$ cat src/rtl/mux_nne1_rr_if.sv
// Bus bundle for mux_nne1_rr: N producer channels in, one registered consumer channel out.
// Handshake: a word moves on a rising edge when its valid and ready are both 1; the
// sender holds data and valid until accepted; ready may depend combinationally on valid.
interface mux_nne1_rr_if #(
  parameter int W = 16,
  parameter int N = 4
);
  localparam int SW = $clog2(N);

  logic [N*W-1:0] Hyrja;
  logic [N-1:0]   HyrjaValid;
  logic [N-1:0]   HyrjaReady;
  logic [W-1:0]   Dalja;
  logic           DaljaValid;
  logic           DaljaReady;
  logic [SW-1:0]  Zgjedhja;

  modport master (
    output Hyrja, HyrjaValid, DaljaReady,
    input  HyrjaReady, Dalja, DaljaValid, Zgjedhja
  );

  modport slave (
    input  Hyrja, HyrjaValid, DaljaReady,
    output HyrjaReady, Dalja, DaljaValid, Zgjedhja
  );
endinterface

$ cat src/rtl/mux_nne1_rr.sv
// N-to-1 W-bit mux with round-robin arbitration and a one-entry output register.
// Define MUX_FIXED_PRIO_EN to replace round-robin with fixed priority (lowest index wins).
module mux_nne1_rr #(
  parameter int W = 16,
  parameter int N = 4
) (
  input logic          Clock,
  input logic          Reset,
  mux_nne1_rr_if.slave bus
);
  localparam int SW = $clog2(N);
  localparam logic [SW:0] N_W = (SW+1)'(N);
  localparam logic [SW-1:0] LAST_IDX = SW'(N - 1);

  logic [W-1:0]  dalja_q, dalja_d;
  logic          dalja_valid_q, dalja_valid_d;
  logic [SW-1:0] zgjedhja_q, zgjedhja_d;

  logic          load;
  logic          grant_valid;
  logic [SW-1:0] grant_idx;
  logic [SW-1:0] start_idx;
  logic [SW:0]   probe;
  logic [N-1:0]  hyrja_ready;

`ifdef MUX_FIXED_PRIO_EN
  assign start_idx = '0;
`else
  logic [SW-1:0] ptr_q, ptr_d;

  assign start_idx = ptr_q;

  always_comb begin
    ptr_d = ptr_q;
    if (load && grant_valid) begin
      ptr_d = (grant_idx == LAST_IDX) ? '0 : grant_idx + 1'b1;
    end
  end

  always_ff @(posedge Clock or posedge Reset) begin
    if (Reset) begin
      ptr_q <= '0;
    end else begin
      ptr_q <= ptr_d;
    end
  end
`endif

  assign load = ~dalja_valid_q | bus.DaljaReady;

  // Circular search from start_idx; the explicit wrap keeps probe below N for any N.
  always_comb begin
    grant_valid = 1'b0;
    grant_idx   = '0;
    probe       = '0;
    for (int k = 0; k < N; k++) begin
      probe = {1'b0, start_idx} + (SW+1)'(k);
      if (probe >= N_W) begin
        probe = probe - N_W;
      end
      if (!grant_valid && bus.HyrjaValid[probe[SW-1:0]]) begin
        grant_valid = 1'b1;
        grant_idx   = probe[SW-1:0];
      end
    end
  end

  always_comb begin
    hyrja_ready = '0;
    if (load && grant_valid && !Reset) begin
      hyrja_ready[grant_idx] = 1'b1;
    end
  end

  always_comb begin
    dalja_d       = dalja_q;
    dalja_valid_d = dalja_valid_q;
    zgjedhja_d    = zgjedhja_q;
    if (load) begin
      if (grant_valid) begin
        dalja_d       = bus.Hyrja[grant_idx*W +: W];
        zgjedhja_d    = grant_idx;
        dalja_valid_d = 1'b1;
      end else begin
        dalja_valid_d = 1'b0;
      end
    end
  end

  always_ff @(posedge Clock or posedge Reset) begin
    if (Reset) begin
      dalja_q       <= '0;
      dalja_valid_q <= 1'b0;
      zgjedhja_q    <= '0;
    end else begin
      dalja_q       <= dalja_d;
      dalja_valid_q <= dalja_valid_d;
      zgjedhja_q    <= zgjedhja_d;
    end
  end

  assign bus.HyrjaReady = hyrja_ready;
  assign bus.Dalja      = dalja_q;
  assign bus.DaljaValid = dalja_valid_q;
  assign bus.Zgjedhja   = zgjedhja_q;
endmodule
$ cat src/flat_wrapper.sv
// flat-port wrapper written by rule: the top's interface ports become plain ports
module mux_nne1_rr_flat 
#(
  parameter int W = 16,
  parameter int N = 4
)
  (Clock, Reset, bus_Hyrja, bus_HyrjaValid, bus_DaljaReady, bus_HyrjaReady, bus_Dalja, bus_DaljaValid, bus_Zgjedhja);
  mux_nne1_rr_if #(.W(W), .N(N)) bus_i ();
  input logic Clock;
  input logic Reset;
  input wire logic [$bits(bus_i.Hyrja)-1:0] bus_Hyrja;
  input wire logic [$bits(bus_i.HyrjaValid)-1:0] bus_HyrjaValid;
  input wire logic [$bits(bus_i.DaljaReady)-1:0] bus_DaljaReady;
  output wire logic [$bits(bus_i.HyrjaReady)-1:0] bus_HyrjaReady;
  output wire logic [$bits(bus_i.Dalja)-1:0] bus_Dalja;
  output wire logic [$bits(bus_i.DaljaValid)-1:0] bus_DaljaValid;
  output wire logic [$bits(bus_i.Zgjedhja)-1:0] bus_Zgjedhja;
  assign bus_i.Hyrja = bus_Hyrja;
  assign bus_i.HyrjaValid = bus_HyrjaValid;
  assign bus_i.DaljaReady = bus_DaljaReady;
  assign bus_HyrjaReady = bus_i.HyrjaReady;
  assign bus_Dalja = bus_i.Dalja;
  assign bus_DaljaValid = bus_i.DaljaValid;
  assign bus_Zgjedhja = bus_i.Zgjedhja;
  mux_nne1_rr #(.W(W), .N(N)) u_core (.Clock(Clock), .Reset(Reset), .bus(bus_i));
endmodule
$ cat config.mk
export PLATFORM = sky130hd
export DESIGN_NAME = mux_nne1_rr_flat
export DESIGN_NICKNAME = d
export VERILOG_FILES = /design/src/rtl/mux_nne1_rr_if.sv /design/src/rtl/mux_nne1_rr.sv /design/src/flat_wrapper.sv
export SDC_FILE = /design/constraint.sdc
export NUM_CORES = 1
export LEC_CHECK = 0
export ABC_AREA = 1
export BUFFER_PORTS_ARGS = -buffer_cell sky130_fd_sc_hd__buf_4
export CAP_MARGIN = 20
export CORE_ASPECT_RATIO = 0.75
export CORE_MARGIN = 2
export CORE_UTILIZATION = 38
export CTS_CLUSTER_DIAMETER = 150
export DETAILED_ROUTE_END_ITERATION = 7
export PLACE_DENSITY = 0.68
export SKIP_CTS_REPAIR_TIMING = 1
export SYNTH_ARGS = -nofsm -noshare
export SYNTH_HDL_FRONTEND = slang
export SYNTH_SLANG_ARGS = --single-unit
$ cat constraint.sdc
create_clock -name Clock -period 4.35 [get_ports Clock]
set_input_delay 0.6525 -clock Clock [delete_from_list [all_inputs] [get_ports Clock]]
set_output_delay 0.6525 -clock Clock [all_outputs]
set_load 0.005 [all_outputs]
## Word-level counts from Yosys, hierarchy flattened

Index checks and enable logic that the tools add are counted.

| word-level totals | value |
|---|---|
| output and inout port bits | 23 |
| flip-flop bits (word level) | 21 |
| input port bits | 71 |

| operators by class | value |
|---|---|
| bitwise gates (word level) | 2 |
| shifts and indexed selects | 1 |
| reduce and logical (&&, ||, !) cells | 11 |
| equality and inequality tests | 1 |
| mux-type cells | 25 |
| magnitude comparators | 10 |
| add/sub/neg operators | 8 |

Operators by type and width:

| operator | number |
|---|---|
| 64-bit by 7-bit indexed part select with 16-bit output | 1 |
| 2-bit two-way mux | 9 |
| 2-bit by 3-bit less-than comparator with 1-bit output, second input constant | 5 |
| 1-bit two-way mux | 10 |
| 3-bit greater-or-equal comparator, second input constant | 3 |
| 1-bit binary-select mux with 2-bit select | 4 |
| 2-bit by 1-bit subtractor with 2-bit output, second input constant | 4 |
| 2-bit by 2-bit adder with 3-bit output, second input constant | 2 |
| 1-bit logical AND | 6 |
| 1-bit zero test | 4 |
| 4-bit two-way mux | 1 |
| 2-bit by 1-bit adder with 3-bit output, second input constant | 1 |
| 2-bit by 3-bit greater-or-equal comparator with 1-bit output, second input constant | 1 |
| 2-bit by 1-bit adder with 2-bit output, second input constant | 1 |
| 1-bit demux with 2-bit select | 1 |
| 2-bit equality test, second input constant | 1 |
| 2-bit by 1-bit greater-or-equal comparator with 1-bit output, second input constant | 1 |
| 2-bit AND reduction | 1 |
| 1-bit inverter | 1 |
| 1-bit bitwise OR | 1 |

## Longest topological paths before layout

| depth | value |
|---|---|
| depth in word-level cells | 19 |
| depth in mapped cells | 16 |
| mapped depth without buffers | 15 |

## Least setup slack after synthesis

No wires, ideal clock.

| timing path | value |
|---|---|
| path kind | in2out |
| start | input bus_HyrjaValid[3] |
| end | output bus_HyrjaReady[2] |
| setup slack | 1,893 ps |
| stages on the path | 13 |
| required time | 3,697 ps |
| buffers on the path | 1 |
| arrival time | 1,805 ps |
| path through | inv_1 -> nand2_2 -> nand3_1 -> nand2_2 -> nor2_1 -> nand2_1 -> nand2_1 -> nor2_2 -> nand2_4 -> buf_6 -> ha_1 -> inv_1 -> nor2_1 |

| on the way | value |
|---|---|
| cells in the longest elaborated chain, start to end | 17 |

RTL lines:

| item | RTL line | text |
|---|---|---|
| start, declared | flat_wrapper.sv:12 | `input wire logic [$bits(bus_i.HyrjaValid)-1:0] bus_HyrjaValid;` |
| 1-bit binary-select mux with 2-bit select | mux_nne1_rr.sv:61 | `if (!grant_valid && bus.HyrjaValid[probe[SW-1:0]]) begin` |
| 1-bit two-way mux (not written as such) | mux_nne1_rr.sv:61 |  |
| 1-bit two-way mux | mux_nne1_rr.sv:61 |  |
| 1-bit zero test | mux_nne1_rr.sv:61 |  |
| 1-bit logical AND | mux_nne1_rr.sv:61 |  |
| 1-bit two-way mux | mux_nne1_rr.sv:61 |  |
| 1-bit zero test | mux_nne1_rr.sv:61 |  |
| 1-bit logical AND | mux_nne1_rr.sv:61 |  |
| 1-bit two-way mux | mux_nne1_rr.sv:61 |  |
| 1-bit zero test | mux_nne1_rr.sv:61 |  |
| 1-bit logical AND | mux_nne1_rr.sv:61 |  |
| 2-bit two-way mux | mux_nne1_rr.sv:61 |  |
| 2-bit by 3-bit less-than comparator with 1-bit output (not written as such) or 2-bit by 1-bit greater-or-equal comparator with 1-bit output (tied branches) | mux_nne1_rr.sv:71 | `hyrja_ready[grant_idx] = 1'b1;` |
| 1-bit logical AND (not written as such) | mux_nne1_rr.sv:71 |  |
| 1-bit two-way mux (not written as such) | mux_nne1_rr.sv:71 |  |
| 1-bit demux with 2-bit select | -- |  |
| 4-bit two-way mux * | mux_nne1_rr.sv:70 | `if (load && grant_valid && !Reset) begin` |
| end, declared | flat_wrapper.sv:14 | `output wire logic [$bits(bus_i.HyrjaReady)-1:0] bus_HyrjaReady;` |

Every way passes the cells marked *; elsewhere a longest branch is shown, timed or not. The select of a mux whose other input is x is not followed.

## Final worst setup path

| timing path | value |
|---|---|
| start | register u_core.ptr_q[0] |
| end | output bus_HyrjaReady[2] |

| on the way | value |
|---|---|
| cells in the longest elaborated chain, start to end | 19 |

RTL lines:

| item | RTL line | text |
|---|---|---|
| start, declared | mux_nne1_rr.sv:29 | `logic [SW-1:0] ptr_q, ptr_d;` |
| start signal, assigned | mux_nne1_rr.sv:44 | `ptr_q <= ptr_d;` |
| branches (longest 18 deep; another with 2-bit by 1-bit adder with 3-bit output) | -- |  |
| 4-bit two-way mux * | mux_nne1_rr.sv:70 |  |

Mark *: on every way between the ends. The select of a mux whose other input is x is not followed.

==> impl_metrics.json <==
{
  "powerDensity_nw_per_um2": 858.5,
  "ys_seq_area_share_pct": 28.07,
  "synth_seq_cells": 21,
  "start_util_pct": 38.86,
  "place_hpwl_um": 4056,
  "cts_tree": "done",
  "layout_commonest_cell": "nand2_1",
  "finalCriticalPeriod_ns": 3.501,
  "port_buffers": 93,
  "clk_pin_slew_ns": 0.08,
  "row_count": 22,
  "synth_cell_types": 25,
  "critPathLaunchType": "flop",
  "final_net_count": 482,
  "hp-class": "input port to asynchronous set/reset pin",
  "rsz0062_at_grt": "false",
  "drive_gt1_share_pct": 27.87,
  "antenna_found_initial": 0,
  "p_leak_nw": 1.634,
  "cts-buffers-inserted": 3,
  "postSynthCellCount": 326,
  "worst-slew-pin-transition_ns": 0.6122,
  "grt_overflow": 0,
  "grt_use_total_pct": 19.14,
  "postRouteAntennaNets": 0,
  "setup_viol": 0,
  "final_max_slew_viol_count": 0,
  "syn_area_sq_um": 1872,
  "syn-num-nets": 398,
  "final.setup.tns_ns": 0,
  "insertion_delay_ns": 0.25,
  "nFillCells": 488,
  "die_y_um": 64.78,
  "drtPass1Iterations": 4,
  "mostFrequentLayoutCells": "nand2_1 (165), buf_4 (95), nand3_1 (53)",
  "die-area_sq_um": 5509,
  "cts_buffer_depth": 2,
  "place.gp.congestion": 0.9010,
  "io_pins": 94,
  "avgSynthCellArea_sq_um": 5.742,
  "chipWidth_um": 85.04,
  "core-area_sq_um": 4817,
  "yosys_warnings": 0,
  "max-vdd-ir-drop_uv": 530.8,
  "h-tree-depth": 1,
  "crit_path_max_fanout": 37,
  "fin_crit_sh_pct": 80.49,
  "drv_cap": 0,
  "grt_pass1_wl_um": 8728,
  "fmax_mhz": 285.6,
  "syn2layout_area_growth_pct": 38.64,
  "multi_input_area_sq_um": 1064,
  "wirelength_um": 5258,
  "total_power_mw": 2.228,
  "vias": 2182,
  "yosysTopAreaCellShare_pct": 33.09,
  "yosysTopAreaCell": "nand2_1",
  "cts-root-buf": "clkbuf_8",
  "end_kind": "primary output",
  "final-seq-area_sq_um": 525.5,
  "holdWs_ns": 0.4310,
  "antenna_cells": 0,
  "drt_iter0_markers": 174,
  "final_util_pct": 53.87,
  "grt_max_degree": 38,
  "drc": 0,
  "detail_route.wl_per_cell_um": 11.21,
  "crit_required_ns": 3.70,
  "yosys-top-cells-area": "nand2_1 (33%), dfrtp_1 (28%), nand3_1 (14%)",
  "finalHoldViolations": 0,
  "slew-limit-headroom_pct": 59.04,
  "clock-sinks": 21,
  "worstSetupPathType": "flop to primary output",
  "grt_pass1_vias": 1942,
  "crit_arrival_ns": 2.85,
  "clock_skew_ns": 0.008184,
  "status": "complete, no violations",
  "vias_per_cell": 4.652
}
synth_stat cells, drive strengths merged:
cell / n
nand3b: 1
inv: 45
nor2: 6
o21a: 1
ha: 1
nand2: 173
buf: 14
nand4: 1
clkbuf: 2
o21ai: 4
nand3: 54
dfrtp: 21
a21oi: 1
nor3: 2
through the flow:
step	cell area [sq um]	cells	worst slack, ns
global route	2595	469	0.5309
finish	2595	469	0.8485
global placement	2549	465	1.116
detailed placement	2549	465	1.069
floorplan	1872	326	1.893
CTS	2595	469	0.8358
logic make-up (layout without fill, tap and decap cells):
group	count (synthesis)	in the layout	share of synthesized area [%]
adder cells (fa/ha/maj)	1	1	0.6683
AND/OR/NAND/NOR	237	237	54.41
AO/OA/AOI/OAI	6	6	1.738
flip-flops	21	21	28.07
buffers and inverters	61	144	15.11
registers in the layout (all words and copies together) (netlist names):
register	cells
u_core.bus.Dalja	16
u_core.ptr_q	2
u_core.bus.DaljaValid	1
u_core.bus.Zgjedhja	2
routing by layer:
layer	global-route usage, %	part of all wire [%]	vias to the layer above
met3	1.911	8.4	6
met2	28.13	41	94
met5	0	0	-
li1	-	-	1154
met4	3.968	0.91	0
met1	30.06	49	928
worst max-delay path: stages, from the launching register on:
cell and delay [ns]:
dfrtp_1 0.60, inv_2 0.15, nand2_1 0.10, nand2_1 0.09, nand2_1 0.08, nand2_1 0.06, a21oi_1 0.15, nand2_2 0.37
nand2_4 0.49, ha_1 0.22, inv_1 0.04, nor2_1 0.10, buf_4 0.12
layout make-up:
class                   count  area share [%]
inverters                  45           6.606
clock buffers               3           1.591
flip-flops and latches     21           20.25
well taps                  60           2.893
repair buffers             95           27.48
multi-input cells         244           40.98
clock inverters             1          0.1929
report_power, final:
part	internal, mW	switching, mW
logic	0.608	1.11
registers	0.306	0.0763
clock network	0.0636	0.0593
path summary, 6_finish.rpt:
kind,endpoint,cells after the start,slack [ns],startpoint
setup reg to reg,u_core.ptr_q[1]$_DFFE_PP0P_,10,1.70,u_core.ptr_q[0]$_DFFE_PP0P_
setup / recovery,bus_HyrjaReady[2],12,0.85,u_core.ptr_q[0]$_DFFE_PP0P_
hold reg to reg,u_core.bus.Dalja[4]$_DFFE_PP0P_,2,0.49,u_core.bus.Dalja[4]$_DFFE_PP0P_
max in group asynchronous,u_core.bus.DaljaValid$_DFFE_PP0N_,3,3.70,Reset
min in group Clock,u_core.bus.Dalja[4]$_DFFE_PP0P_,2,0.49,u_core.bus.Dalja[4]$_DFFE_PP0P_
hold / removal,u_core.bus.Zgjedhja[1]$_DFFE_PP0P_,3,0.43,Reset
Power figures use the tool's default switching activity.
